`src/rtl/locker_pkg.sv`:
```
// rtl/locker_pkg.sv - shared state enum, widths and default parameters for the locker bank
package locker_pkg;

    localparam int DEF_NUM_LOCKERS = 4;
    localparam int DEF_PRICE       = 3;
    localparam int DEF_TIMEOUT     = 255;

    localparam int ID_W     = 2;
    localparam int CREDIT_W = 3;

    typedef enum logic [1:0] {
        ST_IDLE    = 2'd0,
        ST_COLLECT = 2'd1,
        ST_GRANT   = 2'd2,
        ST_REFUND  = 2'd3
    } state_t;

endpackage

```
`src/rtl/locker_bank_ctrl_if.sv`:
```
// rtl/locker_bank_ctrl_if.sv - customer/key-return strobes and status outputs of the locker bank
interface locker_bank_ctrl_if
    import locker_pkg::*;
#(
    parameter int NUM_LOCKERS = DEF_NUM_LOCKERS
);
    logic                   coin;
    logic                   sel_valid;
    logic [ID_W-1:0]        sel_id;
    logic                   cancel;
    logic                   push;
    logic [ID_W-1:0]        ret_id;
    logic [NUM_LOCKERS-1:0] occupied;
    logic                   grant;
    logic [ID_W-1:0]        grant_id;
    logic                   refund;
    logic                   coin_reject;
    logic                   sel_err;
    logic [CREDIT_W-1:0]    credit;
    logic                   busy;

    modport master (
        output coin, sel_valid, sel_id, cancel, push, ret_id,
        input  occupied, grant, grant_id, refund, coin_reject, sel_err, credit, busy
    );

    modport slave (
        input  coin, sel_valid, sel_id, cancel, push, ret_id,
        output occupied, grant, grant_id, refund, coin_reject, sel_err, credit, busy
    );
endinterface

```
`src/rtl/locker_timer.sv`:
```
// rtl/locker_timer.sv - idle-cycle counter that flags when the customer has waited TIMEOUT cycles
module locker_timer
    import locker_pkg::*;
#(
    parameter int TIMEOUT = DEF_TIMEOUT
) (
    input  logic clk,
    input  logic rst,
    input  logic clear,
    input  logic enable,
    output logic expired
);
    localparam int W = (TIMEOUT < 1) ? 1 : $clog2(TIMEOUT + 1);

    logic [W-1:0] r_count;

    // Count holds at TIMEOUT so it can never wrap back to a small value.
    always_ff @(posedge clk) begin
        if (rst || clear) begin
            r_count <= '0;
        end else if (enable && !expired) begin
            r_count <= r_count + W'(1);
        end
    end

    assign expired = (r_count == W'(TIMEOUT));

endmodule

```
`src/rtl/locker_bank_ctrl.sv`:
```
// rtl/locker_bank_ctrl.sv - coin-operated locker bank: selection, payment, grant, refund and key return
module locker_bank_ctrl
    import locker_pkg::*;
#(
    parameter int NUM_LOCKERS = DEF_NUM_LOCKERS,
    parameter int PRICE       = DEF_PRICE,
    parameter int TIMEOUT     = DEF_TIMEOUT
) (
    input logic               clk,
    input logic               rst,
    locker_bank_ctrl_if.slave bus
);
    state_t                 r_state;
    logic [ID_W-1:0]        r_id;
    logic [CREDIT_W-1:0]    r_credit;
    logic [NUM_LOCKERS-1:0] r_occupied;
    logic                   r_grant;
    logic [ID_W-1:0]        r_grant_id;
    logic                   r_refund;
    logic                   r_coin_reject;
    logic                   r_sel_err;

    logic [NUM_LOCKERS-1:0] w_occ_next;
    logic                   w_sel_taken;
    logic [CREDIT_W-1:0]    w_credit_inc;
    logic                   w_timer_clear;
    logic                   w_timer_enable;
    logic                   w_expired;

    assign w_credit_inc   = r_credit + CREDIT_W'(1);
    assign w_timer_clear  = (r_state != ST_COLLECT) || bus.coin;
    assign w_timer_enable = (r_state == ST_COLLECT) && !bus.coin;

    locker_timer #(
        .TIMEOUT (TIMEOUT)
    ) u_timer (
        .clk     (clk),
        .rst     (rst),
        .clear   (w_timer_clear),
        .enable  (w_timer_enable),
        .expired (w_expired)
    );

    // Indices with no matching locker fall through as taken.
    always_comb begin
        w_sel_taken = 1'b1;
        for (int i = 0; i < NUM_LOCKERS; i++) begin
            if (bus.sel_id == ID_W'(i)) begin
                w_sel_taken = r_occupied[i];
            end
        end
    end

    // Release is applied before the grant so a same-index grant wins.
    always_comb begin
        w_occ_next = r_occupied;
        for (int i = 0; i < NUM_LOCKERS; i++) begin
            if (bus.push && bus.ret_id == ID_W'(i)) begin
                w_occ_next[i] = 1'b0;
            end
        end
        if (r_state == ST_GRANT) begin
            for (int i = 0; i < NUM_LOCKERS; i++) begin
                if (r_id == ID_W'(i)) begin
                    w_occ_next[i] = 1'b1;
                end
            end
        end
    end

    always_ff @(posedge clk) begin
        if (rst) begin
            r_state       <= ST_IDLE;
            r_id          <= '0;
            r_credit      <= '0;
            r_occupied    <= '0;
            r_grant       <= 1'b0;
            r_grant_id    <= '0;
            r_refund      <= 1'b0;
            r_coin_reject <= 1'b0;
            r_sel_err     <= 1'b0;
        end else begin
            r_grant       <= 1'b0;
            r_refund      <= 1'b0;
            r_coin_reject <= 1'b0;
            r_sel_err     <= 1'b0;
            r_occupied    <= w_occ_next;

            case (r_state)
                ST_IDLE: begin
                    r_coin_reject <= bus.coin;
                    if (bus.sel_valid) begin
                        if (w_sel_taken) begin
                            r_sel_err <= 1'b1;
                        end else begin
                            r_id     <= bus.sel_id;
                            r_credit <= '0;
                            r_state  <= ST_COLLECT;
                        end
                    end
                end

                // A coin is credited before cancel is considered; completing the price overrides cancel.
                ST_COLLECT: begin
                    if (bus.coin) begin
                        r_credit <= w_credit_inc;
                        if (w_credit_inc == CREDIT_W'(PRICE)) begin
                            r_state <= ST_GRANT;
                        end else if (bus.cancel) begin
                            r_state <= ST_REFUND;
                        end
                    end else if (bus.cancel || w_expired) begin
                        r_state <= ST_REFUND;
                    end
                end

                ST_GRANT: begin
                    r_coin_reject <= bus.coin;
                    r_grant       <= 1'b1;
                    r_grant_id    <= r_id;
                    r_credit      <= '0;
                    r_state       <= ST_IDLE;
                end

                ST_REFUND: begin
                    r_coin_reject <= bus.coin;
                    if (r_credit == '0) begin
                        r_state <= ST_IDLE;
                    end else begin
                        r_refund <= 1'b1;
                        r_credit <= r_credit - CREDIT_W'(1);
                    end
                end

                default: r_state <= ST_IDLE;
            endcase
        end
    end

    assign bus.occupied    = r_occupied;
    assign bus.grant       = r_grant;
    assign bus.grant_id    = r_grant_id;
    assign bus.refund      = r_refund;
    assign bus.coin_reject = r_coin_reject;
    assign bus.sel_err     = r_sel_err;
    assign bus.credit      = r_credit;
    assign bus.busy        = (r_state != ST_IDLE);

endmodule

```
`src/flat_wrapper.sv`:
```
// flat-port wrapper written by rule: the top's interface ports become plain ports
module locker_bank_ctrl_flat import locker_pkg::*;
#(
    parameter int NUM_LOCKERS = DEF_NUM_LOCKERS,
    parameter int PRICE       = DEF_PRICE,
    parameter int TIMEOUT     = DEF_TIMEOUT
)
  (clk, rst, bus_coin, bus_sel_valid, bus_sel_id, bus_cancel, bus_push, bus_ret_id, bus_occupied, bus_grant, bus_grant_id, bus_refund, bus_coin_reject, bus_sel_err, bus_credit, bus_busy);
  locker_bank_ctrl_if #(.NUM_LOCKERS(NUM_LOCKERS)) bus_i ();
  input logic clk;
  input logic rst;
  input wire logic [$bits(bus_i.coin)-1:0] bus_coin;
  input wire logic [$bits(bus_i.sel_valid)-1:0] bus_sel_valid;
  input wire logic [$bits(bus_i.sel_id)-1:0] bus_sel_id;
  input wire logic [$bits(bus_i.cancel)-1:0] bus_cancel;
  input wire logic [$bits(bus_i.push)-1:0] bus_push;
  input wire logic [$bits(bus_i.ret_id)-1:0] bus_ret_id;
  output wire logic [$bits(bus_i.occupied)-1:0] bus_occupied;
  output wire logic [$bits(bus_i.grant)-1:0] bus_grant;
  output wire logic [$bits(bus_i.grant_id)-1:0] bus_grant_id;
  output wire logic [$bits(bus_i.refund)-1:0] bus_refund;
  output wire logic [$bits(bus_i.coin_reject)-1:0] bus_coin_reject;
  output wire logic [$bits(bus_i.sel_err)-1:0] bus_sel_err;
  output wire logic [$bits(bus_i.credit)-1:0] bus_credit;
  output wire logic [$bits(bus_i.busy)-1:0] bus_busy;
  assign bus_i.coin = bus_coin;
  assign bus_i.sel_valid = bus_sel_valid;
  assign bus_i.sel_id = bus_sel_id;
  assign bus_i.cancel = bus_cancel;
  assign bus_i.push = bus_push;
  assign bus_i.ret_id = bus_ret_id;
  assign bus_occupied = bus_i.occupied;
  assign bus_grant = bus_i.grant;
  assign bus_grant_id = bus_i.grant_id;
  assign bus_refund = bus_i.refund;
  assign bus_coin_reject = bus_i.coin_reject;
  assign bus_sel_err = bus_i.sel_err;
  assign bus_credit = bus_i.credit;
  assign bus_busy = bus_i.busy;
  locker_bank_ctrl #(.NUM_LOCKERS(NUM_LOCKERS), .PRICE(PRICE), .TIMEOUT(TIMEOUT)) u_core (.clk(clk), .rst(rst), .bus(bus_i));
endmodule
```
`config.mk`:
```
export PLATFORM = sky130hd
export DESIGN_NAME = locker_bank_ctrl_flat
export DESIGN_NICKNAME = d
export VERILOG_FILES = /design/src/rtl/locker_pkg.sv /design/src/rtl/locker_bank_ctrl_if.sv /design/src/rtl/locker_timer.sv /design/src/rtl/locker_bank_ctrl.sv /design/src/flat_wrapper.sv
export SDC_FILE = /design/constraint.sdc
export NUM_CORES = 1
export LEC_CHECK = 0
export CAP_MARGIN = 20
export CORE_MARGIN = 2
export CORE_UTILIZATION = 50
export DETAILED_ROUTE_END_ITERATION = 10
export PLACE_DENSITY = 0.77
export RECOVER_POWER = 50
export SETUP_SLACK_MARGIN = 0.02
export SLEW_MARGIN = 20
export SYNTH_ARGS = -nofsm -noshare
export SYNTH_HDL_FRONTEND = slang
export SYNTH_HIERARCHICAL = 1
export SYNTH_SLANG_ARGS = --single-unit
```
`constraint.sdc`:
```
create_clock -name clk -period 2 [get_ports clk]
set_input_delay 0.3 -clock clk [delete_from_list [all_inputs] [get_ports clk]]
set_output_delay 0.3 -clock clk [all_outputs]
set_load 0.01 [all_outputs]
```
* After elaboration in Yosys (flattened, before gate mapping)
Index checks and enable logic that the tools add are counted.
** Operators by class
- Add/subtract/negate cells :: 3
- Multiply operators :: 0
- Div/mod/pow operators :: 0
- $lt $le $gt $ge :: 0
- Equal/unequal tests :: 22
- Shift-type cells :: 0
- Mux-type cells :: 29
- Bitwise gates (word level) :: 5
- Reductions and logical operators :: 24
** Operators with widths (count)
- $eq 2x2->1 const B :: 8
- $mux 1 :: 15
- $mux 2 :: 7
- $mux 3 :: 4
- $pmux 3 s4 :: 1
- $add 8x1->8 const B :: 1
- $eq 2x1->1 const B :: 4
- $eq 8x8->1 const B :: 1
- $logic_not 2->1 :: 4
- $ne 2x2->1 const B :: 4
- $pmux 2 s4 :: 1
- $logic_and 1x1->1 :: 6
- $reduce_or 3->1 :: 2
- $not 1->1 :: 5
- $reduce_and 5->1 :: 1
- $mux 4 :: 1
- $ne 2x1->1 const B :: 2
- $ne 4x4->1 const B :: 1
- $reduce_and 4->1 :: 1
- $reduce_or 2->1 :: 2
- $add 3x1->3 const B :: 1
- $eq 3x2->1 const B :: 1
- $logic_not 3->1 :: 1
- $logic_or 1x1->1 :: 3
- other kinds (5) :: 6
** Word-level totals
- Register bits after elaboration :: 25
- Latch bits :: 0
- RAM bits :: 0
- Memory bits (read-only) :: 0
- Input bits :: 10
- Output and inout bits :: 14
- Logic and storage cells :: 93
- Memories :: 0

* Longest topological paths before layout
- Depth in word-level cells :: 8
- Depth in mapped cells :: 7
- Depth with buffers taken out :: 6

* Modules after synthesis
The synthesis kept the hierarchy.
** Modules (own cells, without submodules)
- locker_bank_ctrl :: times used 1, cells an instance 102, area an instance 900.9 µm², seq. area each 340.3 µm²
- locker_timer :: times used 1, cells an instance 49, area an instance 425.4 µm², seq. area each 160.2 µm²

* Worst setup path before layout
OpenSTA, ideal clock, no wires.
- Path type :: register -> register
- Start :: register u_core.r_state[1]
- End :: register u_core.u_timer.r_count[6]
- Setup time :: 0.112 ns
- Arrival :: 1.480 ns
- Data required time :: 1.888 ns
- Path slack :: 0.408 ns
- Stages on the path, launching flop included :: 8
- Buffers on the path :: 1
- Period minus slack after synthesis :: 1.592 ns
- Cells stage by stage :: dfxtp_1 buf_6 inv_1 nand3_1 inv_1 nand2_1 o31a_1 a2111oi_1
** Between the ends
- Cells in the longest elaborated chain, start to end :: 3
- Elaborated cells on any way between the ends :: 6
- Those cells by class :: 2 x eq/ne; 4 x reduce/logical
** RTL lines
- from (decl) :: RTL line locker_bank_ctrl.sv:13 : state_t r_state;
- from (signal assigned) :: RTL line locker_bank_ctrl.sv:73 : r_state <= ST_IDLE;
- from (signal assigned) :: RTL line locker_bank_ctrl.sv:98 : r_state <= ST_COLLECT;
- from (signal assigned) :: RTL line locker_bank_ctrl.sv:108 : r_state <= ST_GRANT;
- $ne 2x1->1 :: RTL line locker_bank_ctrl.sv:31 : assign w_timer_clear = (r_state != ST_COLLECT) || bus.coin;
- $logic_or 1x1->1 :: RTL line locker_bank_ctrl.sv:31
- net u_core.w_timer_clear :: RTL line locker_bank_ctrl.sv:26 : logic w_timer_clear;
- $logic_or 1x1->1 :: RTL line locker_timer.sv:19 : if (rst || clear) begin
- to (signal assigned) :: RTL line locker_timer.sv:22 : r_count <= r_count + W'(1);
- to (decl) :: RTL line locker_timer.sv:15 : logic [W-1:0] r_count;
The timed path passes the listed nets, and every way through them passes these cells.
A chain may end at the register's enable or synchronous reset.

* Final worst setup path
- Start :: register u_core.r_state[1]
- End :: output bus_busy
** Between the ends
- Cells in the longest elaborated chain, start to end :: 1
** RTL lines
- $reduce_bool 2->1 :: RTL line locker_bank_ctrl.sv:147 : assign bus.busy = (r_state != ST_IDLE);
- to (decl) :: RTL line flat_wrapper.sv:25 : output wire logic [$bits(bus_i.busy)-1:0] bus_busy;
Every way passes these cells.

==> flow_summary_export.csv <==
group,metric,value,unit
die,dieArea,3080,sq um
grt,grt_pass1_wl,5.071,mm
timing,skew,0.007709,ns
placement,hpwl,2.272,mm
placement,placed_area,1607,sq um
synthesis,async_flop_share,0,
detailed_routing,drc,0,
critical_path,critPathKind,"reg2out",
timing,fin_crit_sh,0.9084,
timing,setup_viol,0,
synthesis,synth_edf_count,0,
cells_and_area,finish.net_count,194,
power,p_seq_frac,0.591,
hold_path,min-delay-path-class,"reg2reg",
grt,antenna_found_initial,0,
critical_path,reg2reg_to,"u_core/bus.credit[1]",
clocking,clk_path_buf_depth,2,
synthesis,synth-main-ff-cell,"dfxtp_1",
die,initial_utilization,0.5305,
critical_path,r2r-start,"u_core/bus.credit[0]",
power,p_sw_frac,0.2616,
die,die_w,55.50,microns
synthesis,synth.top_cells.by_count,"dfxtp_1 (25), nand2_1 (15), a21oi_1 (11)",
detailed_routing,first_pass_iters,5,
cells_and_area,fill_cells,222,
synthesis,synth_area,1326,sq um
critical_path,r2r_cells,6,
synthesis,avgSynthCellArea,8.783,sq um
cells_and_area,stdcell_area,1619,sq um
critical_path,cp-end-kind,"primary output",
timing,hold_violations,0,
cells_and_area,fin_util,0.6476,
power,netSwitchingPower,0.0002335,W
clocking,numClockSinks,25,
critical_path,cp.required,1.70,ns
detailed_routing,routed_wl,2.961,mm
cells_and_area,syn2layout_area_growth,22.08,%
cells_and_area,antenna_cells,0,
clocking,cts_resized,0,
clocking,htree_levels,1,
synthesis,synth_top_area_frac,0.3774,
power,p_per_area,551.2,nW/um^2
timing,tightest_slew,0.4829,ns
grt,gr-total-overflow,0,
die,io_pins,24,
clocking,insertion_delay,0.32,ns
timing,post-route-min-period,1.817,ns
critical_path,ff2ff_setup_slack,0.26,ns
power,clkPwrFrac,0.249,
clocking,clk_pin_slew,0.13,ns
timing,grt_setup_unrepaired,"false",
grt,grt_max_degree,15,
synthesis,synth_cell_types,48,
flow_run,maxCapViolations,0,
die,row_count,18,
clocking,numCtsBuffers,3,
critical_path,endpoint,"bus_busy",
placement,port_buffers,23,
synthesis,ys_warn_count,6,
synthesis,synth.top_cells.by_area,"dfxtp_1 (38%), ha_1 (4.7%), mux2i_1 (4.5%)",
timing,slew_headroom,0.6698,
detailed_routing,wl_per_cell,14.24,microns
clocking,holdBufCountCts,0,
grt,grt_usage,0.2011,
critical_path,cp-start-kind,"register",
grt,grt_pass1_vias,1158,
detailed_routing,vias,1237,
critical_path,critPathMaxFanout,8,
placement,place.gp.congestion,0.8400,
synthesis,syn_nets,166,
detailed_routing,vias_per_cell,5.947,
cells_and_area,layout-drive-gt1-share,0.08989,
critical_path,arrival,1.52,ns
synthesis,synth_top_cell_by_area,"dfxtp_1",
power,leakage,0.5835,nW
timing,slew_viol_final,0,
power,irDropWorstVdd,0.6173,mV
synthesis,seq_area_frac_synth,0.3774,
clocking,ctsRootBufferMaster,"clkbuf_4",
outcome,status,"completed",
timing,finalSetupTns,0,ns
clocking,cts_tree,"built",
die,core_area,2500,sq um
synthesis,synth_most_common_cell,"dfxtp_1",
critical_path,crit_start,"u_core/r_state[1]",
detailed_routing,drtAntennaViolNets,0,
power,pwr-share-comb,0.160,
detailed_routing,drt_iter0_drc,34,
synthesis,ys_seq_elements,25,
die,dieHeight,55.50,microns
power,p_int,0.0006589,W
timing,fmaxAchievable,550.4,MHz
synthesis,postSynthCellCount,151,
clocking,postCtsSetupBuffers,0,
-- power groups by stage --
stage / Clock [W] / Sequential (W) / Combinational, W
after global placement: 0 / 0.000537 / 0.000144
after floorplan: 0 / 0.000531 / 0.0000906
after detailed placement: 0 / 0.000537 / 0.000147
after CTS: 0.000236 / 0.000526 / 0.000148
after global routing: 0.000247 / 0.000530 / 0.000156
final: 0.000222 / 0.000527 / 0.000143
-- per-layer routing --
layer  share of wire  up-vias  global-route usage
li1                -      613                   -
met4          0.0078        0             0.05226
met2            0.50       28              0.3503
met1            0.45      592              0.2434
met5               0        -                   0
met3           0.046        4             0.05386
-- cells in the final DEF (no fill, tap or decap), types with 5 or more instances in the layout --
master           Yosys  layout
clkdlybuf4s50_1      0      15
nand2_1             15      15
nand3_1              5       5
nor2_1               9       9
dfxtp_1             25      24
a21oi_1             11      11
mux2i_1              6       6
inv_1                9       9
dlygate4sd3_1        0       8
ha_1                 5       5
-- per-stage QoR --
stage               setup slack (ns)  total power (W)  cells  hold slack [ns]
floorplan                     0.4080        0.0006218    151           0.3768
global placement              0.1368        0.0006810    204           0.4474
detailed placement           0.09149        0.0006842    204           0.4544
CTS                          0.09743        0.0009096    208           0.4716
global route                 0.09622        0.0009335    208           0.4920
finish                        0.1832        0.0008924    208           0.4692
-- logic make-up (layout without fill, tap and decap cells) --
kind of cell / Yosys count / after routing / share of synthesized area
simple gates: 55 / 55 / 0.2189
flops: 25 / 25 / 0.3774
mux: 9 / 9 / 0.07358
buf+inv: 15 / 42 / 0.05000
fa+ha+maj: 5 / 5 / 0.04717
compound gates: 40 / 40 / 0.2198
xor+xnor: 2 / 2 / 0.01321
-- state kept, by name, summed over array words and instances, names as in the netlist --
name,cells
u_core/u_timer/r_count,8
u_core/bus.occupied,4
u_core/bus.credit,3
u_core/bus.grant_id,2
u_core/r_id,2
u_core/r_state,2
u_core/bus.coin_reject,1
u_core/bus.grant,1
u_core/bus.refund,1
u_core/bus.sel_err,1
-- area by class of cell --
cell class                 count  area, sq um  area share
inverter                       9        33.78     0.02087
sequential                    25        501.7      0.3099
timing repair buffer          29        267.8      0.1654
multi-input combinational    111        750.7      0.4637
clock inverter                 1        5.005    0.003091
tap                           30        37.54     0.02318
clock buffer                   3        22.52     0.01391
-- critical path, cell delays in order (launching register included) --
cell             delay, ns
dfxtp_1               0.40
or2_2                 0.32
clkdlybuf4s50_1       0.48
-- worst min path at each step --
| stage | start | end | slack [ns] | cells past startpoint |
|---|---|---|---|---|
| global placement | u_core/bus.grant_id[1] | u_core/bus.grant_id[1] | 0.45 | 2 |
| global route | u_core/bus.grant_id[1] | u_core/bus.grant_id[1] | 0.49 | 2 |
| detailed placement | u_core/bus.grant_id[1] | u_core/bus.grant_id[1] | 0.45 | 2 |
| CTS | u_core/bus.grant_id[1] | u_core/bus.grant_id[1] | 0.47 | 2 |
| finish | u_core/bus.grant_id[1] | u_core/bus.grant_id[1] | 0.47 | 2 |
| floorplan | rst | u_core/u_timer/r_count[6] | 0.38 | 1 |
Power figures use the tool's default switching activity.
